$ cat src/rtl/pll_lock_supervisor_if.sv
// Control/status bundle between the PLL lock supervisor and the clock-generator glue.
// master = supervisor side, slave = PLL/system side.
interface pll_lock_supervisor_if #(
    parameter int unsigned C_cnt_bits = 8
);
    logic                  locked_in;
    logic                  force_retry;
    logic                  clear_counts;
    logic                  pll_rst;
    logic                  sys_rst_n;
    logic                  ready;
    logic                  fail;
    logic [C_cnt_bits-1:0] retry_count;
    logic [C_cnt_bits-1:0] loss_count;

    modport master (
        input  locked_in, force_retry, clear_counts,
        output pll_rst, sys_rst_n, ready, fail, retry_count, loss_count
    );

    modport slave (
        output locked_in, force_retry, clear_counts,
        input  pll_rst, sys_rst_n, ready, fail, retry_count, loss_count
    );
endinterface

$ cat src/rtl/pll_lock_supervisor.sv
// PLL reset sequencer: pulses pll_rst, waits for lock with timeout/retry, qualifies lock, then releases sys_rst_n.
// Latency: sys_rst_n rises C_sync_stages+C_stable_cycles+1 edges after locked_in rises (counting the sampling edge).
// No backpressure; all outputs are flops loaded from the next-state decode.
module pll_lock_supervisor #(
    parameter int unsigned C_sync_stages    = 2,
    parameter int unsigned C_pll_rst_cycles = 16,
    parameter int unsigned C_lock_timeout   = 65536,
    parameter int unsigned C_stable_cycles  = 1024,
    parameter int unsigned C_max_retries    = 0,
    parameter int unsigned C_cnt_bits       = 8
) (
    input  logic                   clk,
    input  logic                   rst_n,
    pll_lock_supervisor_if.master  bus
);
    localparam int unsigned MAX_A   = (C_pll_rst_cycles > C_lock_timeout) ? C_pll_rst_cycles : C_lock_timeout;
    localparam int unsigned CNT_MAX = (MAX_A > C_stable_cycles) ? MAX_A : C_stable_cycles;
    localparam int          CW      = $clog2(CNT_MAX);

    localparam logic [CW-1:0]         RST_LAST  = CW'(C_pll_rst_cycles - 1);
    localparam logic [CW-1:0]         WAIT_LAST = CW'(C_lock_timeout - 1);
    localparam logic [CW-1:0]         STAB_LAST = CW'(C_stable_cycles - 1);
    localparam logic [C_cnt_bits-1:0] CNT_SAT   = '1;

    typedef enum logic [2:0] {
        S_PLLRST = 3'd0,
        S_WAIT   = 3'd1,
        S_STABLE = 3'd2,
        S_RUN    = 3'd3,
        S_FAIL   = 3'd4
    } state_t;

    state_t                state, state_nxt;
    logic [CW-1:0]         cnt, cnt_nxt;
    logic [C_cnt_bits-1:0] retry_q, retry_nxt, retry_new;
    logic [C_cnt_bits-1:0] loss_q, loss_nxt;
    logic [C_sync_stages-1:0] sync_q;
    logic                  lock_s;
    logic                  pll_rst_q, sys_rst_n_q, ready_q, fail_q;

    assign lock_s = sync_q[C_sync_stages-1];

    always_ff @(posedge clk or negedge rst_n) begin
        if (!rst_n) begin
            sync_q      <= '0;
            state       <= S_PLLRST;
            cnt         <= '0;
            retry_q     <= '0;
            loss_q      <= '0;
            pll_rst_q   <= 1'b1;
            sys_rst_n_q <= 1'b0;
            ready_q     <= 1'b0;
            fail_q      <= 1'b0;
        end else begin
            sync_q      <= {sync_q[C_sync_stages-2:0], bus.locked_in};
            state       <= state_nxt;
            cnt         <= cnt_nxt;
            retry_q     <= retry_nxt;
            loss_q      <= loss_nxt;
            pll_rst_q   <= (state_nxt == S_PLLRST);
            sys_rst_n_q <= (state_nxt == S_RUN);
            ready_q     <= (state_nxt == S_RUN);
            fail_q      <= (state_nxt == S_FAIL);
        end
    end

    always_comb begin
        state_nxt = state;
        cnt_nxt   = cnt;
        retry_nxt = retry_q;
        loss_nxt  = loss_q;
        // A clear arriving with a timeout wins, and the fail decision sees the cleared value.
        retry_new = bus.clear_counts ? '0 : ((retry_q == CNT_SAT) ? retry_q : retry_q + 1'b1);

        case (state)
            S_PLLRST: begin
                if (cnt == RST_LAST) begin
                    state_nxt = S_WAIT;
                    cnt_nxt   = '0;
                end else begin
                    cnt_nxt = cnt + 1'b1;
                end
            end
            S_WAIT: begin
                if (lock_s) begin
                    state_nxt = S_STABLE;
                    cnt_nxt   = '0;
                end else if (cnt == WAIT_LAST) begin
                    retry_nxt = retry_new;
                    cnt_nxt   = '0;
                    if (C_max_retries != 0 && 32'(retry_new) >= C_max_retries) state_nxt = S_FAIL;
                    else                                                       state_nxt = S_PLLRST;
                end else begin
                    cnt_nxt = cnt + 1'b1;
                end
            end
            S_STABLE: begin
                if (!lock_s) begin
                    state_nxt = S_WAIT;
                    cnt_nxt   = '0;
                end else if (cnt == STAB_LAST) begin
                    state_nxt = S_RUN;
                    cnt_nxt   = '0;
                end else begin
                    cnt_nxt = cnt + 1'b1;
                end
            end
            S_RUN: begin
                if (!lock_s) begin
                    loss_nxt  = (loss_q == CNT_SAT) ? loss_q : loss_q + 1'b1;
                    state_nxt = S_PLLRST;
                    cnt_nxt   = '0;
                end
            end
            S_FAIL: begin
                state_nxt = S_FAIL;
            end
            default: begin
                state_nxt = S_PLLRST;
                cnt_nxt   = '0;
            end
        endcase

        if (bus.clear_counts) begin
            retry_nxt = '0;
            loss_nxt  = '0;
        end

        // Software restart overrides whatever the sequencer decided this cycle.
        if (bus.force_retry) begin
            state_nxt = S_PLLRST;
            cnt_nxt   = '0;
            retry_nxt = '0;
            loss_nxt  = bus.clear_counts ? '0 : loss_q;
        end
    end

    assign bus.pll_rst     = pll_rst_q;
    assign bus.sys_rst_n   = sys_rst_n_q;
    assign bus.ready       = ready_q;
    assign bus.fail        = fail_q;
    assign bus.retry_count = retry_q;
    assign bus.loss_count  = loss_q;
endmodule

$ cat src/flat_wrapper.sv
// flat-port wrapper written by rule: the top's interface ports become plain ports
module pll_lock_supervisor_flat 
#(
    parameter int unsigned C_sync_stages    = 2,
    parameter int unsigned C_pll_rst_cycles = 16,
    parameter int unsigned C_lock_timeout   = 65536,
    parameter int unsigned C_stable_cycles  = 1024,
    parameter int unsigned C_max_retries    = 0,
    parameter int unsigned C_cnt_bits       = 8
)
  (clk, rst_n, bus_locked_in, bus_force_retry, bus_clear_counts, bus_pll_rst, bus_sys_rst_n, bus_ready, bus_fail, bus_retry_count, bus_loss_count);
  pll_lock_supervisor_if #(.C_cnt_bits(C_cnt_bits)) bus_i ();
  input  logic clk;
  input  logic rst_n;
  input wire logic [$bits(bus_i.locked_in)-1:0] bus_locked_in;
  input wire logic [$bits(bus_i.force_retry)-1:0] bus_force_retry;
  input wire logic [$bits(bus_i.clear_counts)-1:0] bus_clear_counts;
  output wire logic [$bits(bus_i.pll_rst)-1:0] bus_pll_rst;
  output wire logic [$bits(bus_i.sys_rst_n)-1:0] bus_sys_rst_n;
  output wire logic [$bits(bus_i.ready)-1:0] bus_ready;
  output wire logic [$bits(bus_i.fail)-1:0] bus_fail;
  output wire logic [$bits(bus_i.retry_count)-1:0] bus_retry_count;
  output wire logic [$bits(bus_i.loss_count)-1:0] bus_loss_count;
  assign bus_i.locked_in = bus_locked_in;
  assign bus_i.force_retry = bus_force_retry;
  assign bus_i.clear_counts = bus_clear_counts;
  assign bus_pll_rst = bus_i.pll_rst;
  assign bus_sys_rst_n = bus_i.sys_rst_n;
  assign bus_ready = bus_i.ready;
  assign bus_fail = bus_i.fail;
  assign bus_retry_count = bus_i.retry_count;
  assign bus_loss_count = bus_i.loss_count;
  pll_lock_supervisor #(.C_sync_stages(C_sync_stages), .C_pll_rst_cycles(C_pll_rst_cycles), .C_lock_timeout(C_lock_timeout), .C_stable_cycles(C_stable_cycles), .C_max_retries(C_max_retries), .C_cnt_bits(C_cnt_bits)) u_core (.clk(clk), .rst_n(rst_n), .bus(bus_i));
endmodule
$ cat config.mk
export PLATFORM = sky130hd
export DESIGN_NAME = pll_lock_supervisor_flat
export DESIGN_NICKNAME = d
export VERILOG_FILES = /design/src/rtl/pll_lock_supervisor_if.sv /design/src/rtl/pll_lock_supervisor.sv /design/src/flat_wrapper.sv
export SDC_FILE = /design/constraint.sdc
export NUM_CORES = 1
export LEC_CHECK = 0
export ABC_CLOCK_PERIOD_IN_PS = 4950
export BUFFER_PORTS_ARGS = -buffer_cell sky130_fd_sc_hd__buf_4
export CAP_MARGIN = 20
export CORE_MARGIN = 2
export CORE_UTILIZATION = 46
export CTS_CLUSTER_SIZE = 40
export DETAILED_ROUTE_END_ITERATION = 16
export PLACE_DENSITY = 0.65
export SYNTH_ARGS = -nofsm -noshare
export SYNTH_HDL_FRONTEND = slang
export SYNTH_SLANG_ARGS = --single-unit
export TNS_END_PERCENT = 50
$ cat constraint.sdc
create_clock -name clk -period 4.95 [get_ports clk]
set_input_delay 0.2475 -clock clk [delete_from_list [all_inputs] [get_ports clk]]
set_output_delay 0.2475 -clock clk [all_outputs]
set_load 0.01 [all_outputs]
==> results of run 1 <==
-- stage by stage --
stage	hold WS [ns]	instance area [um^2]
2_1_floorplan	-0.0481	2160
3_3_place_gp	0.253	2370
3_5_place_dp	0.258	2370
4_1_cts	0.0588	2500
5_1_grt	0.0528	2500
6_report	0.0677	2500
-- layout make-up --
type,instances,area (um^2)
Clock inverter,1,30.0
Sequential cell,40,1000
Multi-Input combinational cell,172,1120
Clock buffer,7,96.3
Fill cell,406,1940
Timing Repair Buffer,25,190
Tap cell,52,65.1
-- cells in the final DEF, fill, tap and decap left out, drive strengths merged, types with 4 or more instances in the layout --
cell | netlist | final
a21oi | 6 | 6
buf | 4 | 24
clkbuf | 3 | 7
dfrtp | 39 | 39
nand2 | 16 | 16
nand3 | 14 | 14
nand4 | 7 | 7
nor2 | 34 | 34
nor2b | 6 | 6
nor3 | 12 | 12
nor3b | 4 | 4
nor4 | 7 | 7
xnor2 | 17 | 17
xor2 | 7 | 7
-- power by group through the flow --
stage / Sequential (W) / Clock [W] / Combinational [W]
floorplan: 0.000338 / 0 / 0.0000124
global placement: 0.000339 / 0 / 0.0000233
detailed placement: 0.000339 / 0 / 0.0000238
CTS: 0.000333 / 0.000300 / 0.0000244
global route: 0.000333 / 0.000311 / 0.0000270
finish: 0.000333 / 0.000290 / 0.0000233
-- state kept, by name (all words and copies together), names as in the netlist --
name and count:
u_core.bus.pll_rst 1, u_core.bus.loss_count 8, u_core.state 3, u_core.cnt 16
u_core.bus.retry_count 8, u_core.bus.fail 1, u_core.bus.sys_rst_n 1, u_core.sync_q 2
-- how the worst min path moves through the flow --
| stage | to | slack, ns | startpoint | cells after the start |
|---|---|---|---|---|
| after CTS | u_core.sync_q[0]$_DFF_PN0_ | 0.06 | bus_locked_in | 1 |
| after floorplan | u_core.bus.fail$_DFF_PN0_ | -0.05 | rst_n | 0 |
| after global routing | u_core.sync_q[0]$_DFF_PN0_ | 0.05 | bus_locked_in | 1 |
| after global placement | u_core.cnt[13]$_DFFE_PN0P_ | 0.25 | rst_n | 1 |
| final | u_core.sync_q[0]$_DFF_PN0_ | 0.07 | bus_locked_in | 1 |
| after detailed placement | u_core.cnt[14]$_DFFE_PN0P_ | 0.26 | rst_n | 1 |
-- worst max-delay path, stage by stage (launching register included) --
cell and delay, ns:
dfrtp_1 0.52, or3b_1 0.44, a21oi_2 0.65, o21bai_1 0.23, o22ai_2 0.19, nor2_1 0.20
-- cells in the mapped netlist, types with 2 or more instances --
master	instances
nor2_1	34
nor4_1	6
nand3_1	14
xor2_1	7
ha_1	3
nand2_1	16
dfrtp_1	39
and4_1	3
nor3_1	12
clkbuf_1	3
nor3b_1	4
or2_2	3
buf_4	2
xnor2_1	17
o21ai_0	3
nor2b_1	6
nand4_1	6
and3_1	3
a21oi_1	5
o31ai_1	2
-- layer usage --
metal	global-route usage (%)	up-vias
li1	-	840
met1	27.4	835
met2	27.6	27
met3	3.61	4
met4	6.79	0
met5	0	-
-- logic make-up (layout without fill, tap and decap cells) --
kind of cell / count (synthesis) / in the layout
muxes: 1 / 1
buffers and inverters: 7 / 33
and+or+nand+nor: 121 / 121
xor gates and xnor gates: 24 / 24
DFF: 40 / 40
adders and majority gates: 3 / 3
AOI/OAI and AO/OA: 23 / 23
-- what timing repair did --
action                     4_1_cts  5_1_grt
hold endpoints to repair        39        0
setup endpoints to repair        0        0
hold buffers                     1        0
==> results.md, run 1 <==
- In this run, synthesis inferred 0 flip-flops with an integrated enable.
- The category of the most critical setup path is reg2reg.
- The final-report max-slew violation count is 0.
- The worst hold path belongs to the class in2reg.
- A synthesized cell averages 9.84 um^2.
- The pre-antenna-repair detailed-routing pass consisted of 4 iterations.
- The number of setup buffers added after CTS is 0.
- Of all nets on the critical path, the largest fanout is 19.
- The die outline width is 72.5 um.
- The sort of element at the start of the critical path is a flip-flop.
- STA classifies the critical path endpoint as a flip-flop.
- In this run the power spent charging and discharging nets is 0.000131 W.
- The register share of total power is 51.5%.
- The final number of hold-violating endpoints is 0.
- By area, the combinational part of the netlist is dominated by simple AND/OR/NAND/NOR gates.
- For the final routed database, the setup TNS stands at 0 ns.
- The tree is rooted in a clkbuf_8.
- The post-detailed-routing wire length is 4.23 mm.
- The wire length on met1 is 2.05 mm.
- Once the floorplan was initialized, standard cells occupied 48.5% of the core.
- The tree built by TritonCTS fans out to 40 sinks.
- The source of the critical timing path is u_core.state[2]$_DFF_PN0_.
- The worst path needs 2.30 ns of the cycle, external delays included.
- For this run, design rule violations remaining after detail routing come to 0.
- The die covers 0.00525 mm^2.
- The data required time at the worst endpoint is 5.16 ns.
- The detailed router finished its first iteration with 89 violations.
- The critical path endpoint is u_core.cnt[13]$_DFFE_PN0P_.
- For the pin with the worst max-slew slack, the measured transition is 0.795 ns.
- The total overflow left after global routing is 0.
- The H-tree depth reported by CTS is 2.
- The area growth from synthesis to final layout is 16.1%.
- After clock tree synthesis, the repair step resized 0 gates.
- The gate count of the mapped netlist is 219.
- Of all flip-flops after synthesis, the portion carrying an async set or reset was 100%.
- Yosys mapped the design onto 51 distinct sky130hd cell types.
- By area the synthesized netlist is led by dfrtp_1 (45%), xnor2_1 (6.9%), nor2_1 (5.9%), nand3_1 (3.3%), xor2_1 (2.8%).
- The site row count is 24.
- In this run switching power makes up 20.2% of total power.
- The synthesized netlist devotes 9.75% of its cell area to XOR and XNOR gates.
- The count of buffers from port buffering is 24.
- The data arrival time of the critical path is 2.51 ns.
- The synthesized design spends more area on one cell type than any other, namely dfrtp_1.
- Of the total synthesized cell area, the portion taken by full adders, half adders and majority gates is 1.74%.
- The reg2reg setup slack is 2.65 ns.
- In this run, synthesis produced a sequential element count of 40.
- The worst register-to-register path has a depth of 5.
- The TritonCTS clock tree is built.
- The total routing usage reported by global routing is 18.7%.
- In this run the count of I/O pins placed on the die edge is 25.
- IR analysis of the VDD net gives a maximum drop of 201 uV.
- The clock latency reported for the late side of the worst-skew pair is 0.28 ns.
- The register clock-pin slew on the reported worst setup and hold paths is 0.08 ns.
- The netlist area before placement is 0.00216 mm^2.
- Once detail routing completed, the nets flagged for antenna violations numbered 0.
- The HPWL reported at the end of detailed placement is 2.99 mm.
- The number of global-route vias before repair is 1,557.
- The wire length of the first global-routing pass is 7.64 mm.
- The flow ran to the end, and the final reports show no timing, DRC or antenna violations.
- Clock tree synthesis inserted a total of 5 buffers.
- After layout, the worst setup slack is 2.65 ns.
- The endpoint of the lowest-slack register-to-register path is u_core.cnt[13]$_DFFE_PN0P_.
- The finished layout holds 297 standard cells, fillers aside.
- The overall power after layout is 0.000646 W.
- For this run, the leading register cell type out of synthesis is dfrtp_1.
- The synthesized netlist devotes 9.29% of its cell area to compound gates.
- The largest net degree at the start of global routing is 41.
- The upper clock frequency limit is 0.435 GHz.
- Yosys printed 0 warnings.
- The via count is 1,706.
- The wire length on met2 is 1.97 mm.
- Counting every net in the synthesized netlist gives 227.
- The synthesized-area fraction occupied by and/or/nand/nor cells is 30.6%.
- The post-route netlist has 18.8% of its cells at a drive strength greater than 1.
- After detailed routing, no signal wire sits above met4.
- OpenSTA, run right after detailed placement, puts the worst setup slack at 2.63 ns.
- The clock network power share is 44.9%.
- The total placed cells including tap cells is 288.
- At the end of routability-driven placement, the weighted congestion stood at 0.813.
- The area fraction of the dominant cell type after synthesis is 45.3%.
- The number of buffers on the longest clock path is 2.
- Power spread over the standard cell area amounts to 258 mW/mm^2.
- Dividing the detail-routed via count by the number of cells gives 5.74.
- After detailed routing, the met3 layer carries 156 um of wire.
- The startpoint identified for the worst register-to-register timing path is u_core.state[2]$_DFF_PN0_.
- The internal power of the cells totals 0.000516 W.
- The portion of synthesized area spent on multiplexers is 0.522%.
- The repair_antennas step left the layout with diodes totalling 0.
- The leakage component of the power is 1.07 nW.
- The final core utilization is 56.3%.
- The net count of the finished layout is 252.
- Max-cap violations in this run came to 0.
- The height of the chip is 72.5 um.
- Setup violations remaining at the end of the flow were counted as 0.
- Summing the sequential cell areas from Yosys gives 46.5% of the chip area.
- After detailed routing, the average wire length per cell comes to 14.2 um.
- After floorplanning, the core was sized to cover 0.00444 mm^2.
- Setup repair after global routing left no endpoint under its margin.
- The combinational power share is 3.6%.
- The number of antenna violations at the first check in global routing was 0.
- The worst slew slack as a fraction of its limit is 46.6%.
- The clock arrives with 0.00485 ns of skew.
- The share of the clock period used by the worst path is 46.4%.
Power figures use the tool's default switching activity.
==> run 2, diff against run 1 <==
ABC_AREA = 1   (was not set)
ABC_CLOCK_PERIOD_IN_PS = 2100   (was 4950)
PLACE_DENSITY = 0.67   (was 0.65)
clock period = 2.1 ns   (was 4.95 ns; I/O delays follow)
==> results.md, run 2 <==
- The worst min-delay path category is in2reg.
- The wire length of the first global-routing pass is 8.89 mm.
- The source of the critical timing path is u_core.state[1]$_DFF_PN0_.
- Power spread over the standard cell area amounts to 501 mW/mm^2.
- The worst slew slack as a fraction of its limit is 65.7%.
- Once detail routing completed, the nets flagged for antenna violations numbered 0.
- The most repeated cell in the gate-level netlist after synthesis is nand2_1.
- Counting flops with a built-in enable in the synthesized netlist gives 0.
- The parity-gate share of the synthesized area counting xor and xnor cells is 3.51%.
- Buffers inserted to repair hold after CTS numbered 2.
- The net count of the finished layout is 349.
- The critical path ends at u_core.cnt[11]$_DFFE_PN0P_.
- The max-cap violation count is 0.
- STA puts the critical path data required time at 2.29 ns.
- The area fraction of the dominant cell type after synthesis is 39.2%.
- The congestion estimate from routability-driven global placement came to 0.846.
- The commonest cells after synthesis are nand2_1 (70), dfrtp_1 (39), nor2_1 (36).
- The number of antenna violations at the first check in global routing is 0.
- The number of remaining DRC errors is 0.
- The clock latency reported for the late side of the worst-skew pair is 0.30 ns.
- STA classifies the critical path startpoint as a flip-flop.
- Ranked by total cell area, the synthesized netlist is headed by dfrtp_1 (39%), nand2_1 (11%), nand3_1 (5.6%), nor2_1 (5.4%), inv_1 (4.5%).
- The cell area after placement is 0.00270 mm^2.
- The capturing element type of the critical path is a flip-flop.
- The flip-flop count of the largest register after layout is 16.
- Counting cells, the worst reg-to-reg path comes to 8.
- The leading area contributor after synthesis is dfrtp_1.
- The worst hold slack is 0.0658 ns.
- After synthesis, the largest family of logic cells by area is simple AND/OR/NAND/NOR gates.
- Synthesis handed over a netlist of 314 instances.
- The number of buffers on the longest clock path is 2.
- The reg2reg setup slack is 0.38 ns.
- 0 antenna diodes ended up in the layout.
- The reg-to-reg startpoint is u_core.state[1]$_DFF_PN0_.
- The number of clock sinks seen by CTS is 40.
- The net count of the mapped netlist is 322.
- STA puts the critical path data arrival time at 1.90 ns.
- The highest cell delay on the worst timing path is 0.42 ns.
- The number of global-route vias before repair came to 1,914.
- Along the worst path, the maximum fanout reaches 15.
- The detailed router's first-iteration violation count is 121.
- The signal on the critical path passes through nor2_1, nand2_1, nand2_1, nand2_2, buf_4, a21o_1, o21ai_0, a21oi_2.
- Summing internal, switching and leakage power gives 0.00141 W.
- In the layout the commonest cells are nand2_1 (70), dfrtp_1 (39), nor2_1 (36), inv_1 (30), nand3_1 (28).
- Synthesis instantiated 39 different standard cells from the library.
- The initial utilization of the core area, before any placement, comes to 48.2%.
- The worst-case clock skew is 0.0160 ns.
- The adder-cell share of the synthesized area is 1.51%.
- The final layout contains routed wiring with a total length of 5.17 mm.
- The mean post-synth cell area is 7.94 um^2.
- Derived from the worst setup path, the maximum achievable clock frequency is 0.582 GHz.
- Counting stages on the worst path, the most repeated cell is nand2_1.
- The leading cell type in the layout, fill and taps excluded is nand2_1.
- The peak ir drop on the vdd network is 351 uV.
- Pin placement for this block handled 25 I/O pins.
- In this run the horizontal extent of the chip is 77.6 um.
- Port buffering added 24 buffers.
- The number of setup buffers added after CTS is 0.
- The height of the chip is 77.6 um.
- The region available for standard cell placement spans 0.00517 mm^2.
- The site row count is 26.
- TritonCTS built the clock tree.
- The fraction of layout instances using a drive strength above 1 is 22.5%.
- After routing the design area is 0.00281 mm^2.
- The endpoint identified for the worst register-to-register timing path is u_core.cnt[11]$_DFFE_PN0P_.
- The area enclosed by the die boundary is 0.00602 mm^2.
- The count of filler cells inserted in the layout is 516.
- The routed design could run at a clock period as short as 1.72 ns.
- Setup repair after global routing left no endpoint under its margin.
- The leakage component of the power is 1.39 nW.
- Clock tree synthesis inserted a total of 5 buffers.
- The synthesized-area fraction occupied by and/or/nand/nor cells is 34.8%.
- The post-detailed-route via-to-cell ratio is 5.11.
- The average detailed-routed wire length per instance is 12.6 um.
- The largest net degree at the start of global routing is 41.
- The register clock-pin slew on the reported worst setup and hold paths is 0.08 ns.
- Compared with the post-synthesis result, the final layout area differs by 12.7%.
- The total congestion overflow is 0.
- In this run the most critical hold path is launched from bus_force_retry.
- The run finished with clean final reports.
- At the pin with the least slew margin, the transition time is 0.515 ns.
- The final core utilization is 54.3%.
- In this run, post-CTS repair resized a total of 0 instances.
- The total routing usage reported by global routing is 18.5%.
- The part of the Yosys area used for sequential elements is 40.2%.
- Summing the areas of all compound-gate instances in the mapped netlist gives 11.4% of the synthesized area.
- The tree is rooted in a clkbuf_8.
- The portion of netlist area occupied by mux cells is 0%.
- The async set or reset register ratio after synthesis is 100%.
- The setup TNS is 0 ns.
- The pre-antenna-repair detailed-routing pass consisted of 4 iterations.
- The clock tree synthesis step divided the H-tree into 2 levels.
- The worst setup path is of the reg2reg kind.
- The worst-path cell with the longest stage delay is dfrtp_1.
- The final number of hold-violating endpoints was 0.
- Setup violations remaining at the end of the flow were counted as 0.
- The register with the most flip-flops is u_core.cnt.
- The final-report max-slew violation count is 0.
- The number of warning messages in the yosys log is 0.
- The synthesized design contains 40 register bits.
- The HPWL reported at the end of detailed placement is 3.75 mm.
- The detailed router placed 2,107 vias in this run.
- In the finished design, the share of the clock period the worst path needs comes to 81.8%.
- The most used flip-flop cell after synthesis is dfrtp_1.
- In this run the cell area of the synthesized design comes to 0.00249 mm^2.
## run 2: cell count changes after synthesis, sizes merged, moves of 9 or more
cell	delta
nand2	+65
inv	+35
nand3	+20
a21oi	+16
xnor2	-15
o21ai	+11
nor2	+9
## run 2: cell families after synthesis
family,Yosys count
buffers and inverters,44
XOR/XNOR,10
AO/OA/AOI/OAI,43
AND/OR/NAND/NOR,174
flip-flops,40
adder cells (fa/ha/maj),3
## run 2: cell type report
type,instances,area (um^2),share of cell area [%]
clock buffer,7,86.3,3.07
inverter,37,140,4.99
timing repair buffer,27,208,7.39
clock inverter,1,7.51,0.267
multi-input combinational,230,1280,45.5
tap,70,87.6,3.12
sequential,40,1000,35.7
## run 2: critical path, delay by kind of cell, from the launching register on
| kind | cells | cell delay, ns |
|---|---|---|
| simple gates | 4 | 0.59 |
| flops | 1 | 0.42 |
| compound gates | 3 | 0.31 |
| buf+inv | 1 | 0.29 |
## run 2: how the worst min path moves through the flow
stage	endpoint	slack (ns)	cells past startpoint
global route	u_core.bus.fail$_DFF_PN0_	0.08	2
global placement	u_core.cnt[3]$_DFFE_PN0P_	0.12	1
floorplan	u_core.bus.fail$_DFF_PN0_	-0.19	0
detailed placement	u_core.cnt[3]$_DFFE_PN0P_	0.12	1
CTS	u_core.bus.fail$_DFF_PN0_	0.05	2
finish	u_core.bus.fail$_DFF_PN0_	0.07	2
## run 2: power breakdown
group | internal (W) | total [W] | switching (W)
combinational | 0.0000208 | 0.0000752 | 0.0000544
sequential | 0.000777 | 0.000784 | 0.00000717
clock | 0.000267 | 0.000548 | 0.000280
## run 2: through the flow
stage	instances	setup WS, ns
2_1_floorplan	314	0.522
3_3_place_gp	402	0.446
3_5_place_dp	402	0.402
4_1_cts	412	0.390
5_1_grt	412	0.203
6_report	412	0.382
## run 2: layer usage
layer / vias up / share of wire (%) / global-route usage, %
met2: 44 / 45 / 28.3
met5: - / 0 / 0
li1: 1075 / - / -
met3: 6 / 4.2 / 4.30
met1: 982 / 50 / 25.8
met4: 0 / 1.4 / 6.43
